===== src/rtl/reed_solomon_decoder_syndrome.sv =====
// Reed-Solomon syndrome generator: Horner evaluation of the received polynomial
// at alpha^0..alpha^(NUM_SYNDROMES-1) over GF(2^8), primitive polynomial 0x11D.
module reed_solomon_decoder_syndrome #(
  parameter int CODEWORD_LEN  = 255,
  parameter int NUM_SYNDROMES = 32
) (
  input  logic                       clk,
  input  logic                       reset,
  input  logic [7:0]                 deq_data,
  input  logic                       not_empty,
  output logic                       deq_en,
  output logic [8*NUM_SYNDROMES-1:0] syndromes,
  output logic                       syn_valid,
  input  logic                       syn_ready,
  output logic                       error_detected,
  output logic [15:0]                cw_count
);
  // state | meaning
  // ACCUM | folding accepted bytes into the syndrome registers
  // HOLD  | complete codeword result presented, waiting for syn_ready
  typedef enum logic {ACCUM = 1'b0, HOLD = 1'b1} state_t;

  localparam logic [7:0] LAST_IDX = 8'(CODEWORD_LEN - 1);

  function automatic logic [7:0] gf_xtime(input logic [7:0] a);
    return {a[6:0], 1'b0} ^ (a[7] ? 8'h1D : 8'h00);
  endfunction

  // Shift-and-add product; with a constant b this reduces to an XOR network.
  function automatic logic [7:0] gf_mul(input logic [7:0] a, input logic [7:0] b);
    logic [7:0] acc;
    logic [7:0] sh;
    acc = '0;
    sh  = a;
    for (int i = 0; i < 8; i++) begin
      if (b[i]) acc = acc ^ sh;
      sh = gf_xtime(sh);
    end
    return acc;
  endfunction

  function automatic logic [7:0] alpha_pow(input int n);
    logic [7:0] r;
    r = 8'h01;
    for (int i = 0; i < n; i++) r = gf_xtime(r);
    return r;
  endfunction

  state_t     state;
  logic [7:0] byte_cnt;
  logic [7:0] syn_q    [NUM_SYNDROMES];
  logic [7:0] syn_next [NUM_SYNDROMES];
  logic       last_byte;

  assign deq_en    = (state == ACCUM) && not_empty && !reset;
  assign last_byte = (byte_cnt == LAST_IDX);

  for (genvar j = 0; j < NUM_SYNDROMES; j++) begin : g_syn
    localparam logic [7:0] ROOT = alpha_pow(j);
    assign syn_next[j]          = gf_mul(syn_q[j], ROOT) ^ deq_data;
    assign syndromes[8*j +: 8]  = syn_q[j];
  end

  always_ff @(posedge clk) begin
    if (reset) begin
      state    <= ACCUM;
      byte_cnt <= '0;
      cw_count <= '0;
      for (int j = 0; j < NUM_SYNDROMES; j++) syn_q[j] <= '0;
    end else begin
      case (state)
        ACCUM: begin
          if (deq_en) begin
            for (int j = 0; j < NUM_SYNDROMES; j++) syn_q[j] <= syn_next[j];
            if (last_byte) begin
              byte_cnt <= '0;
              state    <= HOLD;
            end else begin
              byte_cnt <= byte_cnt + 8'd1;
            end
          end
        end
        HOLD: begin
          if (syn_ready) begin
            for (int j = 0; j < NUM_SYNDROMES; j++) syn_q[j] <= '0;
            cw_count <= cw_count + 16'd1;
            state    <= ACCUM;
          end
        end
        default: state <= ACCUM;
      endcase
    end
  end

  assign syn_valid      = (state == HOLD);
  assign error_detected = syn_valid && (|syndromes);

endmodule


===== config.mk =====
export PLATFORM = sky130hd
export DESIGN_NAME = reed_solomon_decoder_syndrome
export DESIGN_NICKNAME = d
export VERILOG_FILES = /design/src/rtl/reed_solomon_decoder_syndrome.sv
export SDC_FILE = /design/constraint.sdc
export NUM_CORES = 1
export LEC_CHECK = 0
export BUFFER_PORTS_ARGS = -buffer_cell sky130_fd_sc_hd__buf_2
export CAP_MARGIN = 10
export CORE_AREA = 5 5 201 203
export DETAILED_ROUTE_END_ITERATION = 7
export DIE_AREA = 0 0 206 208
export MAX_ROUTING_LAYER = met4
export PLACE_DENSITY = 0.68
export SETUP_SLACK_MARGIN = 0.5
export SYNTH_ARGS = -nofsm -noshare
export SYNTH_HDL_FRONTEND = slang
export SYNTH_SLANG_ARGS = --single-unit

===== constraint.sdc =====
create_clock -name clk -period 4.5 [get_ports clk]
set_clock_uncertainty 0.1 [all_clocks]
set_input_delay 0.9 -clock clk [delete_from_list [all_inputs] [get_ports clk]]
set_output_delay 0.9 -clock clk [all_outputs]
set_load 0.005 [all_outputs]

==> summary.txt <==
CTS Hold Bufs: 0
Die width: 206 um
CTS Sinks: 281
CP endpoint kind: output port
Seq cells post-synth: 281
WP data required: 3500 ps
Slew Viols, Final: 0
Count of non-filler cells in the finished layout: 2,535
Largest net degree at the start of global routing: 155
IO Count: 287
RSZ-0062 raised after global routing: false
Filler cell count: 3,558
Worst Hold Launch: byte_cnt[0]$_SDFFE_PP0N_
Vias in the first global route: 13,400
Mapped Area: 17,000 sq um
Worst path cell trace: nor4_1, nand4_1, nor4_1, nand2_1, o41a_1, buf_2
DRC: 0
Final Hold Viols: 0
Setup violations, final: 0
Row count: 72
Cell count after synthesis: 1,758
Fmax: 258 MHz
Worst R2R Start: syn_valid$_SDFF_PP0_
Total track usage: 25.2%
Routability cong.: 0.880
Via count: 13,300
Status: finished, final reports clean
DRT iter0 DRCs: 918
Crit start category: flop
Critical path origin: syn_q[4][26]$_SDFFE_PP0P_
PwrDens: 519 nW/um^2
Starting Density: 44.5%
TritonRoute pass-1 iters: 7
Overflow after GRT: 0
CTS Buf Count: 35
DPL Wire Length: 37,800 um
Bufs on Longest Clock Path: 3
CP Class: flop to output port
CP peak stage delay: 570 ps
Share of cells above drive strength 1: 19.8%
ANT nets after route: 0
Unique cell type count in the Yosys netlist: 43
Root Buffer: clkbuf_16
Worst-path clk slew: 60 ps
Vias per cell: 5.25
Main synth FF type: dfxtp_1
Arr. time, crit path: 2870 ps
Slowest stage cell, crit path: nor4_1
Synth Area per Inst: 9.69 sq um
Die Area: 42,800 sq um
Average wire per standard cell: 21.3 um
Post-layout min period: 3870 ps
Initial antenna violation count: 0
First-pass GRT wire length: 81,500 um
Post-route clock period utilization: 86.0%
Layout net count: 2,028
Share of the yosys chip area belonging to registers: 40.6%
Post CTS Setup Buffer Count: 0
Synth top area share: 26.9%
EDFF count, synth: 128
Worst-Skew Late Latency: 530 ps
Syn Nets: 1,796
Slew Limit Headroom: 24.5%
Final setup TNS: 0 ps
Chip height: 208 um
Hold Path Class: flop to flop
Warnings, synthesis: 0
Top cells by area, synth: xnor2_1, edfxtp_1, dfxtp_1
Maximum fanout along the worst path: 7
CTS tree: built
Peak VDD IR: 0.394 mV
Area grow syn2layout: 17.6%
Port Buffers: 286
FFs w/ async S/R, synth: 0%
CTS HTree Levels: 2
WL final: 54,100 um
Core ar.: 38,300 sq um
Placed cell count: 2,471
Total of max-cap violations: 0
Worst-Margin Slew: 1130 ps
Leak Pwr: 7.64 nW
Synth area leader: xnor2_1
Crit path top cell by count: nor4_1
## per-layer routing
metal  global-route usage, %  vias up  routed length [um]
met4                    9.06        0                1860
met2                    38.1      500               24200
met1                    32.2     6496               22600
li1                        -     6214                   -
met3                    7.55      103                5340
met5                       -        -                   0
## repair_timing
action                     CTS  global route
resized for setup           10             5
gates cloned                 0             0
setup endpoints to repair    1             1
## layout by cell type, fill, tap and decap left out, drive strengths merged, types with 6 or more instances in the layout
cell type	n
nor3	15
a21oi	64
ha	26
inv	55
o21ai	33
clkbuf	54
a211oi	34
nand2	121
nor2	205
nand4	22
and2	12
clkinv	6
dfxtp	153
nor4	50
xnor2	523
or3	22
buf	310
xor2	135
o22ai	9
edfxtp	128
## cell type report
class / count / area [sq um] / area share, %
clock buffers: 54 / 1060 / 5.29
repair buffers: 310 / 1660 / 8.30
inverters: 55 / 211 / 1.06
flip-flops and latches: 281 / 6910 / 34.5
well taps: 518 / 648 / 3.24
multi-input cells: 1307 / 9440 / 47.1
diodes: 1 / 2.50 / 0.0125
clock inverters: 9 / 93.8 / 0.469
## sequential cells by signal (all words and copies together), names as in the netlist
name	flops
cw_count	16
syn_valid	1
byte_cnt	8
syn_q	256
## power breakdown
| part | switching, W | internal (W) |
|---|---|---|
| combinational | 0.00186 | 0.00195 |
| clock | 0.00113 | 0.00173 |
| sequential | 0.000643 | 0.00309 |
## cell usage after synthesis, types with 5 or more instances
| cell type | n |
|---|---|
| nor2_1 | 205 |
| nor4_1 | 45 |
| o22ai_1 | 9 |
| dfxtp_1 | 153 |
| a21oi_1 | 64 |
| a211oi_2 | 19 |
| buf_4 | 14 |
| clkbuf_1 | 37 |
| a211oi_1 | 15 |
| xnor2_1 | 522 |
| nor3_1 | 15 |
| inv_1 | 53 |
| nor4_2 | 5 |
| nand4_1 | 22 |
| ha_1 | 26 |
| and2_1 | 12 |
| buf_2 | 58 |
| or3_1 | 22 |
| edfxtp_1 | 128 |
| o21ai_0 | 32 |
| nand2_1 | 121 |
| xor2_1 | 135 |
## critical path: cells and delay by family, from the launching register on
kind                   cells  cell delay [ps]
AND/OR/NAND/NOR            4             1250
buffers and inverters      1              160
flip-flops                 1              420
AO/OA/AOI/OAI              1              510
## stage by stage
step	hold slack (ps)	power [W]	instance area (sq um)	utilization [%]	setup slack, ps
2_1_floorplan	362	0.00649	17000	-	1050
3_3_place_gp	374	0.00745	18800	49.0	788
3_5_place_dp	386	0.00753	18800	49.0	794
4_1_cts	395	0.0105	20000	52.2	510
5_1_grt	428	0.0110	20000	52.3	504
6_report	390	0.0104	20000	52.3	628
## final timing paths
path / slack, ps / endpoint / depth (start not counted)
hold / removal: 390 / byte_cnt[0]$_SDFFE_PP0N_ / 2
setup reg to reg: 1770 / syn_q[0][30]$_SDFFCE_PP0P_ / 4
hold reg to reg: 390 / byte_cnt[0]$_SDFFE_PP0N_ / 2
setup / recovery: 630 / error_detected / 6
## cell families after synthesis
logic type | after synthesis | synth area share, %
buffers and inverters | 170 | 4.67
AOI/OAI and AO/OA | 149 | 5.67
DFF | 281 | 40.6
xor gates and xnor gates | 663 | 34.6
and+or+nand+nor | 469 | 12.6
adders and majority gates | 26 | 1.91
No activity file was read; power rests on OpenSTA's default activity.
